--- config.mk ---
export PLATFORM = sky130hd
export DESIGN_NAME = window_buffer_kxk
export DESIGN_NICKNAME = d
export VERILOG_FILES = /design/src/rtl/window_buffer_kxk.sv
export SDC_FILE = /design/constraint.sdc
export NUM_CORES = 1
export LEC_CHECK = 0
export CAP_MARGIN = 15
export CORE_UTILIZATION = 25
export CTS_CLUSTER_SIZE = 25
export DETAILED_ROUTE_END_ITERATION = 6
export GPL_TIMING_DRIVEN = 0
export HOLD_SLACK_MARGIN = 0.1
export REMOVE_ABC_BUFFERS = 1
export SETUP_SLACK_MARGIN = 0.3
export SYNTH_ARGS = -nofsm -noshare
export SYNTH_HDL_FRONTEND = slang
export SYNTH_SLANG_ARGS = --single-unit
--- constraint.sdc ---
create_clock -name clk -period 3.2 [get_ports clk]
set_clock_uncertainty 0.15 [all_clocks]
set_input_delay 0.8 -clock clk [delete_from_list [all_inputs] [get_ports clk]]
set_output_delay 0.8 -clock clk [all_outputs]
set_load 0.01 [all_outputs]
--- src/rtl/window_buffer_kxk.sv ---
// WIN x WIN pixel window buffer: full load, left/right/down shift with refill of
// the vacated column/row, and clear, driven by command and pixel handshakes.
module window_buffer_kxk #(
    parameter int DATA_W = 8,
    parameter int WIN    = 3,
    parameter int CNT_W  = $clog2(WIN*WIN+1)
) (
    input  logic                       clk,
    input  logic                       n_rst,
    input  logic                       cmd_valid,
    output logic                       cmd_ready,
    input  logic [2:0]                 cmd_op,
    input  logic                       pix_valid,
    output logic                       pix_ready,
    input  logic [DATA_W-1:0]          pix_data,
    output logic [WIN*WIN*DATA_W-1:0]  window_out,
    output logic                       window_valid,
    output logic                       done,
    output logic                       err,
    output logic [CNT_W-1:0]           pix_count
);

    typedef enum logic [1:0] {S_IDLE, S_FILL, S_DONE} state_t;

    localparam logic [2:0] OP_LOAD  = 3'd0;
    localparam logic [2:0] OP_LEFT  = 3'd1;
    localparam logic [2:0] OP_RIGHT = 3'd2;
    localparam logic [2:0] OP_DOWN  = 3'd3;
    localparam logic [2:0] OP_CLEAR = 3'd4;

    state_t            state_q, state_d;
    logic [2:0]        op_q, op_d;
    logic [CNT_W-1:0]  cnt_q, cnt_d;
    logic              wvalid_q, wvalid_d;
    logic              done_q, done_d;
    logic              err_q, err_d;
    logic [DATA_W-1:0] win_q [WIN][WIN];
    logic [DATA_W-1:0] win_d [WIN][WIN];
    logic [CNT_W-1:0]  need;
    logic              last_pix;

    function automatic logic [CNT_W-1:0] need_of(input logic [2:0] op);
        case (op)
            OP_LOAD:                    return CNT_W'(WIN*WIN);
            OP_LEFT, OP_RIGHT, OP_DOWN: return CNT_W'(WIN);
            default:                    return '0;
        endcase
    endfunction

    // Fill order: load goes bottom row upward, columns bottom to top, row 0 left to right.
    function automatic logic slot_hit(input logic [2:0] op, input int r, input int c, input int k);
        case (op)
            OP_LOAD:  return k == (WIN-1-r)*WIN + c;
            OP_LEFT:  return (c == WIN-1) && (k == WIN-1-r);
            OP_RIGHT: return (c == 0) && (k == WIN-1-r);
            OP_DOWN:  return (r == 0) && (k == c);
            default:  return 1'b0;
        endcase
    endfunction

    assign need     = need_of(op_q);
    assign last_pix = (cnt_q == need - CNT_W'(1));

    always_comb begin
        state_d  = state_q;
        op_d     = op_q;
        cnt_d    = cnt_q;
        wvalid_d = wvalid_q;
        done_d   = 1'b0;
        err_d    = 1'b0;
        win_d    = win_q;
        case (state_q)
            S_IDLE: begin
                if (cmd_valid) begin
                    op_d     = cmd_op;
                    cnt_d    = '0;
                    wvalid_d = 1'b0;
                    state_d  = S_FILL;
                    case (cmd_op)
                        OP_LOAD, OP_CLEAR: begin
                            for (int r = 0; r < WIN; r++)
                                for (int c = 0; c < WIN; c++)
                                    win_d[r][c] = '0;
                        end
                        OP_LEFT: begin
                            for (int r = 0; r < WIN; r++) begin
                                for (int c = 0; c < WIN-1; c++)
                                    win_d[r][c] = win_q[r][c+1];
                                win_d[r][WIN-1] = '0;
                            end
                        end
                        OP_RIGHT: begin
                            for (int r = 0; r < WIN; r++) begin
                                for (int c = 1; c < WIN; c++)
                                    win_d[r][c] = win_q[r][c-1];
                                win_d[r][0] = '0;
                            end
                        end
                        OP_DOWN: begin
                            for (int c = 0; c < WIN; c++) begin
                                for (int r = 1; r < WIN; r++)
                                    win_d[r][c] = win_q[r-1][c];
                                win_d[0][c] = '0;
                            end
                        end
                        default: ;
                    endcase
                    // Clear and illegal ops need no pixels and complete immediately.
                    if (need_of(cmd_op) == '0) begin
                        state_d = S_DONE;
                        done_d  = 1'b1;
                        err_d   = (cmd_op > OP_CLEAR);
                    end
                end
            end
            S_FILL: begin
                if (pix_valid) begin
                    for (int r = 0; r < WIN; r++)
                        for (int c = 0; c < WIN; c++)
                            if (slot_hit(op_q, r, c, int'(cnt_q)))
                                win_d[r][c] = pix_data;
                    cnt_d = cnt_q + CNT_W'(1);
                    if (last_pix) begin
                        state_d  = S_DONE;
                        done_d   = 1'b1;
                        wvalid_d = 1'b1;
                    end
                end
            end
            S_DONE:  state_d = S_IDLE;
            default: state_d = S_IDLE;
        endcase
    end

    always_ff @(posedge clk or negedge n_rst) begin
        if (!n_rst) begin
            state_q  <= S_IDLE;
            op_q     <= OP_LOAD;
            cnt_q    <= '0;
            wvalid_q <= 1'b0;
            done_q   <= 1'b0;
            err_q    <= 1'b0;
            win_q    <= '{default: '0};
        end else begin
            state_q  <= state_d;
            op_q     <= op_d;
            cnt_q    <= cnt_d;
            wvalid_q <= wvalid_d;
            done_q   <= done_d;
            err_q    <= err_d;
            win_q    <= win_d;
        end
    end

    for (genvar gr = 0; gr < WIN; gr++) begin : g_row
        for (genvar gc = 0; gc < WIN; gc++) begin : g_col
            assign window_out[(gr*WIN+gc)*DATA_W +: DATA_W] = win_q[gr][gc];
        end
    end

    assign cmd_ready    = (state_q == S_IDLE);
    assign pix_ready    = (state_q == S_FILL);
    assign window_valid = wvalid_q;
    assign done         = done_q;
    assign err          = err_q;
    assign pix_count    = cnt_q;

endmodule

==> results.sh, run 1 <==
export IMPL_total_power_mw=6.66
export IMPL_die_h_um=139
export IMPL_die_w_um=139
export IMPL_drt_wirelength_per_cell_um=19.3
export IMPL_fmax_ghz=0.357
export IMPL_synth_avg_cell_area_um2=9.06
export IMPL_async_flop_share_pct=100
export IMPL_tns_ns=0
export IMPL_multi_input_area_mm2=0.00243
export IMPL_cp_startpoint="cmd_op[0]"
export IMPL_maxSlewViolCount=0
export IMPL_yosysMostFrequentCell="a21oi_1"
export IMPL_grt_pass1_wl_um=25300
export IMPL_dr_total_vias=4430
export IMPL_timing_final_crit_share_pct=87.6
export IMPL_io_pins=96
export IMPL_arrival_ns=2.85
export IMPL_synth_edff_count=0
export IMPL_p_per_area_mw_per_mm2=1040
export IMPL_wl_um=16000
export IMPL_violations="DRC"
export IMPL_rows=49
export IMPL_ys_ff_latch=84
export IMPL_crit_required_ns=3.24
export IMPL_die_area_mm2=0.0192
export IMPL_pre_cts_slack_ns=-1.09
export IMPL_crit_type="input port to flop"
export IMPL_antenna_found_initial=0
export IMPL_setup_ws_ns=0.396
export IMPL_routed_via_density=5.34
export IMPL_drive_gt1_share_pct=13.0
export IMPL_synth_area_leaders="dfrtp_1 (45%), a21oi_1 (13%), a22o_1 (10%), nor2_1 (4.6%), mux2_2 (3.9%)"
export IMPL_relSlewSlack_pct=38.0
export IMPL_seq_area_mm2=0.00210
export IMPL_ir_drop_v=0.000328
export IMPL_start_util_pct=25.8
export IMPL_rr_startpoint="pix_count[0]"
export IMPL_cp_end_kind="flop"
export IMPL_cts_root_buf="clkbuf_16"
export IMPL_synth_area_leader_cell="dfrtp_1"
export IMPL_tightest_slew_ns=0.926
export IMPL_rsz0062_at_grt="false"
export IMPL_core_mm2=0.0181
export IMPL_grt_usage_pct=17.0
export IMPL_h_tree_depth=3
export IMPL_cts_sinks=84
export IMPL_grt_pass1_vias=4410
export IMPL_ys_warn_count=0
export IMPL_drc_errors=14
export IMPL_ys_seq_area_share_pct=45.0
export IMPL_yosysTopAreaCellShare_pct=45.0
export IMPL_finalWeightedCongestion=0.789
export IMPL_p_leak_nw=2.55
export IMPL_cts_path_max_buffers=2
export IMPL_hold_viol=0
export IMPL_holdBufCountCts=0
export IMPL_synth_common_cells="a21oi_1 (120), dfrtp_1 (84), nor2_1 (57)"
export IMPL_grt_max_degree=61
export IMPL_ant_nets=0
export IMPL_crit_path_start_kind="input port"
export IMPL_area_growth_pct=36.9
export IMPL_syn_inst=516
export IMPL_maxCapViolCount=0
export IMPL_syn_area_mm2=0.00467
export IMPL_nFillCells=1822
export IMPL_place_port_buffers=95
export IMPL_finalSetupViolations=0
export IMPL_finalNetCount=615
export IMPL_dr_pass1_iters=7
export IMPL_dp_hpwl_um=10500
export IMPL_clk_latency_ns=0.34
export IMPL_path_max_fanout=17
export IMPL_grt_ovfl_total=0
export IMPL_ys_flop_type="dfrtp_1"
export IMPL_hold_path_class="input port to async pin"
export IMPL_min_period_ns=2.80
export IMPL_yosysUniqueCellTypes=41
export IMPL_tritoncts="done"
export IMPL_cts_clk_slew_worst_paths_ns=0.06
export IMPL_status="finished with violations"
export IMPL_drt_iter0_drc=310
export IMPL_numCtsBuffers=9
path summary, 6_finish.rpt:
check                                      end  slack (ns)  depth (start not counted)
worst min register to register    window_valid        0.35                          2
min in group clk                  window_valid        0.35                          2
worst max register to register  window_out[69]        0.74                          7
max in group asynchronous       window_out[18]        2.05                          2
worst min-delay path            window_out[51]        0.21                          1
worst max-delay path             window_out[5]        0.40                          7
repair_timing:
| action | CTS | global route |
|---|---|---|
| resized for setup | 13 | 3 |
| setup endpoints to repair | 73 | 4 |
| buffers inserted | 11 | 0 |
| cloned | 1 | 0 |
worst max-delay path, cell delays in order:
cell and delay (ns):
dlygate4sd2_1 0.38, buf_8 0.24, or2_2 0.29, a311o_2 0.56
o21bai_4 0.34, nand2_1 0.11, o21ai_0 0.10
state kept, by name (all words and copies together) (netlist names):
register / flops
window_valid: 1
op_q: 3
pix_count: 4
done: 1
err: 1
window_out: 72
state_q: 2
logic make-up (layout without fill, tap and decap cells):
| logic type | after synthesis | count (layout) | synth area share (%) |
|---|---|---|---|
| other cells | 0 | 1 | 0 |
| mux | 17 | 17 | 4.07 |
| fa+ha+maj | 4 | 4 | 1.07 |
| buf+inv | 51 | 134 | 4.87 |
| compound gates | 221 | 221 | 30.4 |
| xor+xnor | 3 | 3 | 0.562 |
| simple gates | 136 | 137 | 14.1 |
| flops | 84 | 84 | 45.0 |
final cells by class:
| cell class | count | share of cell area, % |
|---|---|---|
| repair buffers | 116 | 19.5 |
| multi-input cells | 382 | 37.9 |
| clock inverters | 3 | 1.08 |
| clock buffers | 12 | 4.01 |
| inverters | 3 | 0.176 |
| diodes | 1 | 0.0391 |
| well taps | 229 | 4.48 |
| flip-flops and latches | 84 | 32.8 |
layer usage:
layer / wire length, um / global-route usage (%)
met1: 6800 / 21.4
met5: 0 / 0
met3: 1090 / 4.35
met4: 429 / 6.43
met2: 7700 / 28.1
stage by stage:
stage	hold WS (ns)	utilization [%]	area (um^2)	instances
finish	0.214	35.3	6400	830
global route	0.246	35.3	6400	829
CTS	0.215	35.3	6400	829
detailed placement	0.328	32.4	5880	802
global placement	0.328	31.4	5700	792
floorplan	0.354	-	4460	468
power by group:
group / total, mW / switching [mW] / internal [mW]
clock: 1.16 / 0.432 / 0.726
combinational: 3.34 / 1.68 / 1.65
sequential: 2.16 / 0.620 / 1.54
cell usage in the layout, fill, tap and decap left out, drive strengths merged:
master | netlist | routed
nor3b | 3 | 3
or2 | 1 | 1
clkdlybuf4s50 | 0 | 92
o21ai | 35 | 35
ha | 4 | 4
inv | 3 | 4
nand4b | 3 | 3
nor4b | 1 | 1
diode | 0 | 1
nor2b | 4 | 5
nor3 | 2 | 2
mux2i | 1 | 1
dlygate4sd2 | 0 | 1
and2 | 9 | 9
xor2 | 3 | 3
a311o | 1 | 1
a21oi | 122 | 122
nand2b | 2 | 2
a22o | 56 | 56
or4b | 2 | 2
buf | 25 | 23
a31o | 1 | 1
nand4 | 3 | 3
and4b | 1 | 1
a32oi | 1 | 1
o21bai | 1 | 1
a31oi | 4 | 4
or3b | 1 | 1
nor2 | 57 | 57
bufinv | 0 | 2
nand3 | 5 | 5
mux2 | 16 | 16
and3 | 1 | 1
nand2 | 38 | 38
dfrtp | 84 | 84
nand3b | 2 | 2
and3b | 1 | 1
clkbuf | 23 | 12
Power figures use the tool's default switching activity.
==> run 2: changes to the inputs <==
Settings changed: CAP_MARGIN 15 to not set.
==> results.sh, run 2 (synthesis gave the netlist of run 1 again) <==
export IMPL_status="finished with violations"
export IMPL_violations="DRC"
export IMPL_antenna_diode_count=0
export IMPL_io_pins=96
export IMPL_numCtsBuffers=9
export IMPL_cts_path_max_buffers=2
export IMPL_place_port_buffers=95
export IMPL_path_cells="buf_2 > or2_2 > a311o_2 > a31oi_4 > nor2_1 > a21oi_1"
export IMPL_seq_area_mm2=0.00210
export IMPL_drive_gt1_share_pct=11.7
export IMPL_ant_nets=0
export IMPL_nFillCells=1824
export IMPL_arrival_ns=2.85
export IMPL_multi_input_area_mm2=0.00241
export IMPL_crit_required_ns=3.31
export IMPL_grt_pass1_vias=4283
export IMPL_cp_startpoint="cmd_op[1]"
export IMPL_finalWeightedCongestion=0.789
export IMPL_maxSlewViolCount=0
export IMPL_relSlewSlack_pct=29.7
export IMPL_dr_pass1_iters=7
export IMPL_cts_sinks=84
export IMPL_rr_startpoint="pix_count[0]"
export IMPL_slowest_delay_ns=0.56
export IMPL_cp_top_family="compound AO/OA/AOI/OAI gates"
export IMPL_slowest_stage="a31oi_4"
export IMPL_tritoncts="done"
export IMPL_p_leak_nw=2.46
export IMPL_largest_reg_flops=72
export IMPL_reg2reg_slack_ns=0.75
export IMPL_final_cell_mix="a21oi_1 (120), clkdlybuf4s50_1 (92), dfrtp_1 (84)"
export IMPL_layout_commonest_cell="a21oi_1"
export IMPL_core_mm2=0.0181
export IMPL_hold_viol=0
export IMPL_path_max_fanout=23
export IMPL_finalSetupViolations=0
export IMPL_die_h_um=139
export IMPL_cts_root_buf="clkbuf_16"
export IMPL_rows=49
export IMPL_tns_ns=0
export IMPL_drc_errors=7
export IMPL_h_tree_depth=3
export IMPL_grt_ovfl_total=0
export IMPL_grt_pass1_wl_um=24600
export IMPL_start_util_pct=25.8
export IMPL_cp_num_buf_inv=1
export IMPL_die_w_um=139
export IMPL_p_per_area_mw_per_mm2=1030
export IMPL_hold_slack_ns=0.217
export IMPL_crit_path_start_kind="input port"
export IMPL_finalNetCount=606
export IMPL_rsz0062_at_grt="false"
export IMPL_die_area_mm2=0.0192
export IMPL_fmax_ghz=0.365
export IMPL_clk_latency_ns=0.35
export IMPL_dp_hpwl_um=10200
export IMPL_area_growth_pct=33.0
export IMPL_drt_wirelength_per_cell_um=19.4
export IMPL_dr_total_vias=4416
export IMPL_hold_path_class="input port to async pin"
export IMPL_timing_final_crit_share_pct=85.7
export IMPL_crit_type="input port to flop"
export IMPL_ir_drop_v=0.000339
export IMPL_routed_via_density=5.39
export IMPL_wl_um=15900
export IMPL_maxCapViolCount=0
export IMPL_drt_iter0_drc=256
export IMPL_cp_end_kind="flop"
export IMPL_min_period_ns=2.74
export IMPL_tightest_slew_ns=1.05
export IMPL_cts_clk_slew_worst_paths_ns=0.07
export IMPL_antenna_found_initial=0
export IMPL_grt_max_degree=61
export IMPL_grt_usage_pct=16.6
[run 2: changes by cell type in the layout (fill, tap and decap cells not counted), sizes merged]
cell / before / now
bufinv: 2 / 1
clkinv: 0 / 2
dlygate4sd2: 1 / 0
inv: 4 / 3
diode: 1 / 0
buf: 23 / 15
[run 2: final timing paths]
path / end / depth (start not counted)
max: window_out[47] / 6
min: window_out[48] / 1
max reg2reg: window_out[69] / 7
min reg2reg: window_valid / 2
max in group asynchronous: window_out[18] / 2
min in group clk: window_valid / 2
[run 2: per-stage QoR]
stage	area, um^2	std cells	utilization, %	setup WS, ns	power (mW)
3_3_place_gp	5700	792	31.4	-4.44	5.11
4_1_cts	6210	820	34.2	0.395	6.42
2_1_floorplan	4460	468	-	-1.19	3.62
6_report	6220	820	34.3	0.459	6.42
5_1_grt	6220	820	34.3	0.363	6.82
3_5_place_dp	5850	800	32.2	-1.19	5.26
[run 2: area by class of cell]
type / instances / area share, %
sequential: 84 / 33.8
clock buffer: 12 / 3.96
inverter: 3 / 0.181
multi-input combinational: 382 / 38.8
clock inverter: 3 / 0.765
timing repair buffer: 107 / 17.9
tap: 229 / 4.61
[run 2: report_power, final]
| group | leakage [nW] | internal [mW] | total (mW) | switching [mW] |
|---|---|---|---|---|
| Combinational | 1.29 | 1.54 | 3.19 | 1.66 |
| Sequential | 1.03 | 1.54 | 2.17 | 0.623 |
| Clock | 0.143 | 0.626 | 1.06 | 0.433 |
| Total | 2.46 | 3.71 | 6.42 | 2.72 |
[run 2: metal layers]
layer / up-vias / global-route usage [%] / part of all wire [%] / routed length [um]
met5: - / 0 / 0 / 0
li1: 2002 / - / - / -
met1: 2152 / 20.9 / 41 / 6530
met2: 221 / 27.3 / 48 / 7580
met3: 41 / 4.11 / 7.9 / 1260
met4: 0 / 7.02 / 3.3 / 517
[run 2: repair_timing]
| item | CTS | global route |
|---|---|---|
| endpoints found under the hold margin | 0 | 0 |
| hold buffers | 0 | 0 |
| setup endpoints to repair | 73 | 8 |
| gates cloned | 1 | 0 |
| gates resized for setup | 17 | 1 |
| setup buffers | 4 | 0 |
==> run 3: changes to the inputs <==
Settings changed: TNS_END_PERCENT set to 5.
==> results.sh, run 3 (synthesis gave the netlist of run 1 again) <==
export IMPL_cts_path_max_buffers=2
export IMPL_finalWeightedCongestion=0.789
export IMPL_dp_hpwl_um=10200
export IMPL_r2r_end="window_out[69]"
export IMPL_drt_wirelength_per_cell_um=19.3
export IMPL_place_port_buffers=95
export IMPL_grt_ovfl_total=0
export IMPL_dr_total_vias=4413
export IMPL_area_growth_pct=33.0
export IMPL_maxCapViolCount=0
export IMPL_rsz0062_at_grt="true"
export IMPL_dr_pass1_iters=7
export IMPL_rows=49
export IMPL_timing_final_crit_share_pct=89.3
export IMPL_cp_end_kind="flop"
export IMPL_p_seq_share_pct=33.8
export IMPL_tritoncts="done"
export IMPL_cp_common_cell="a21oi_1"
export IMPL_grt_pass1_wl_um=24600
export IMPL_finish_utilization_pct=34.3
export IMPL_r2r_cells=7
export IMPL_postPlaceCellArea_mm2=0.00585
export IMPL_maxSlewViolCount=0
export IMPL_routed_via_density=5.38
export IMPL_crit_type="input port to flop"
export IMPL_min_period_ns=2.86
export IMPL_clkPwrFrac_pct=16.5
export IMPL_violations="DRC"
export IMPL_status="finished with violations"
export IMPL_grt_usage_pct=16.7
export IMPL_hold_viol=0
export IMPL_setup_ws_ns=0.343
export IMPL_seq_area_mm2=0.00210
export IMPL_path_max_fanout=11
export IMPL_hold_slack_ns=0.216
export IMPL_largest_reg_flops=72
export IMPL_slowest_stage="nor3b_4"
export IMPL_finalSetupViolations=0
export IMPL_cts_sinks=84
export IMPL_arrival_ns=2.98
export IMPL_relSlewSlack_pct=30.2
export IMPL_layout_commonest_cell="a21oi_1"
export IMPL_numCtsBuffers=9
export IMPL_power_internal_mw=3.70
export IMPL_fmax_ghz=0.350
export IMPL_dpl_cell_count=800
export IMPL_antenna_found_initial=1
export IMPL_nFillCells=1826
export IMPL_power_switching_mw=2.71
export IMPL_ir_drop_v=0.000340
export IMPL_combPwrFrac_pct=49.7
export IMPL_finalNetCount=606
export IMPL_clk_latency_ns=0.34
export IMPL_die_w_um=139
export IMPL_tns_ns=0
export IMPL_h_tree_depth=3
export IMPL_path_cells="clkdlybuf4s50_1 > nor3b_4 > nor2b_2 > a21oi_1 > a21oi_1"
export IMPL_p_per_area_mw_per_mm2=1030
export IMPL_pre_cts_slack_ns=-1.19
export IMPL_core_mm2=0.0181
export IMPL_wl_um=15800
export IMPL_crit_path_start_kind="input port"
export IMPL_start_util_pct=25.8
export IMPL_drc_errors=14
export IMPL_grt_pass1_vias=4287
export IMPL_final_cell_mix="a21oi_1 (120), clkdlybuf4s50_1 (92), dfrtp_1 (84)"
export IMPL_swShare_pct=42.2
export IMPL_ant_nets=0
export IMPL_io_pins=96
export IMPL_drt_iter0_drc=263
export IMPL_p_leak_nw=2.46
export IMPL_rr_startpoint="pix_count[0]"
export IMPL_grt_max_degree=61
export IMPL_slowest_delay_ns=0.63
export IMPL_hold_path_class="input port to async pin"
export IMPL_layoutNonFillerInstCount=821
export IMPL_tightest_slew_ns=1.04
export IMPL_crit_required_ns=3.32
export IMPL_cts_root_buf="clkbuf_16"
export IMPL_multi_input_area_mm2=0.00241
export IMPL_die_area_mm2=0.0192
export IMPL_reg2reg_slack_ns=0.76
export IMPL_die_h_um=139
export IMPL_fin_area_mm2=0.00622
export IMPL_total_power_mw=6.41
export IMPL_drive_gt1_share_pct=11.7
export IMPL_cts_clk_slew_worst_paths_ns=0.07
==> run 3: changes by cell type in the layout (fill, tap and decap cells not counted) <==
cell | previous run | this run
nor2b_4 | 2 | 1
diode_2 | 0 | 1
nor2b_2 | 3 | 4
==> run 3: layout make-up <==
cell class	instances	share of cell area, %
repair buffers	107	17.9
clock buffers	12	3.97
inverters	3	0.181
multi-input cells	382	38.7
flip-flops and latches	84	33.8
well taps	229	4.61
clock inverters	3	0.765
diodes	1	0.0403
==> run 3: power by group through the flow <==
stage,logic (mW),clock network (mW),registers (mW)
floorplan,1.43,0,2.19
global placement,2.98,0,2.13
detailed placement,3.09,0,2.17
CTS,3.19,1.08,2.15
global route,3.47,1.12,2.24
finish,3.19,1.06,2.17
==> run 3: how the worst max path moves through the flow <==
stage	startpoint	slack [ns]	depth (start not counted)	to
6_report	cmd_op[2]	0.34	5	window_out[16]
3_3_place_gp	cmd_op[0]	-4.44	5	window_out[69]
2_1_floorplan	state_q[0]	-1.19	4	window_out[69]
5_1_grt	cmd_op[2]	0.25	5	window_out[18]
3_5_place_dp	cmd_op[0]	-1.19	5	window_out[3]
4_1_cts	state_q[1]	0.19	2	pix_ready
==> run 3: timing repair <==
action	4_1_cts	5_1_grt
resized for setup	17	0
setup endpoints to repair	73	9
cloned	1	0
hold buffers	0	0
buffers inserted	3	1
==> run 3: worst max-delay path: cells and delay by family <==
family / cells / cell delay, ns
and+or+nand+nor: 2 / 1.25
buffers and inverters: 1 / 0.60
AOI/OAI and AO/OA: 2 / 0.33
==> run 3: layer usage <==
layer,share of wire (%),routed length (um),up-vias,global-route usage (%)
met5,0,0,-,0
met3,7.7,1220,40,4.11
li1,-,-,2001,-
met1,41,6570,2153,20.8
met4,3.1,487,0,7.02
met2,48,7570,219,27.4
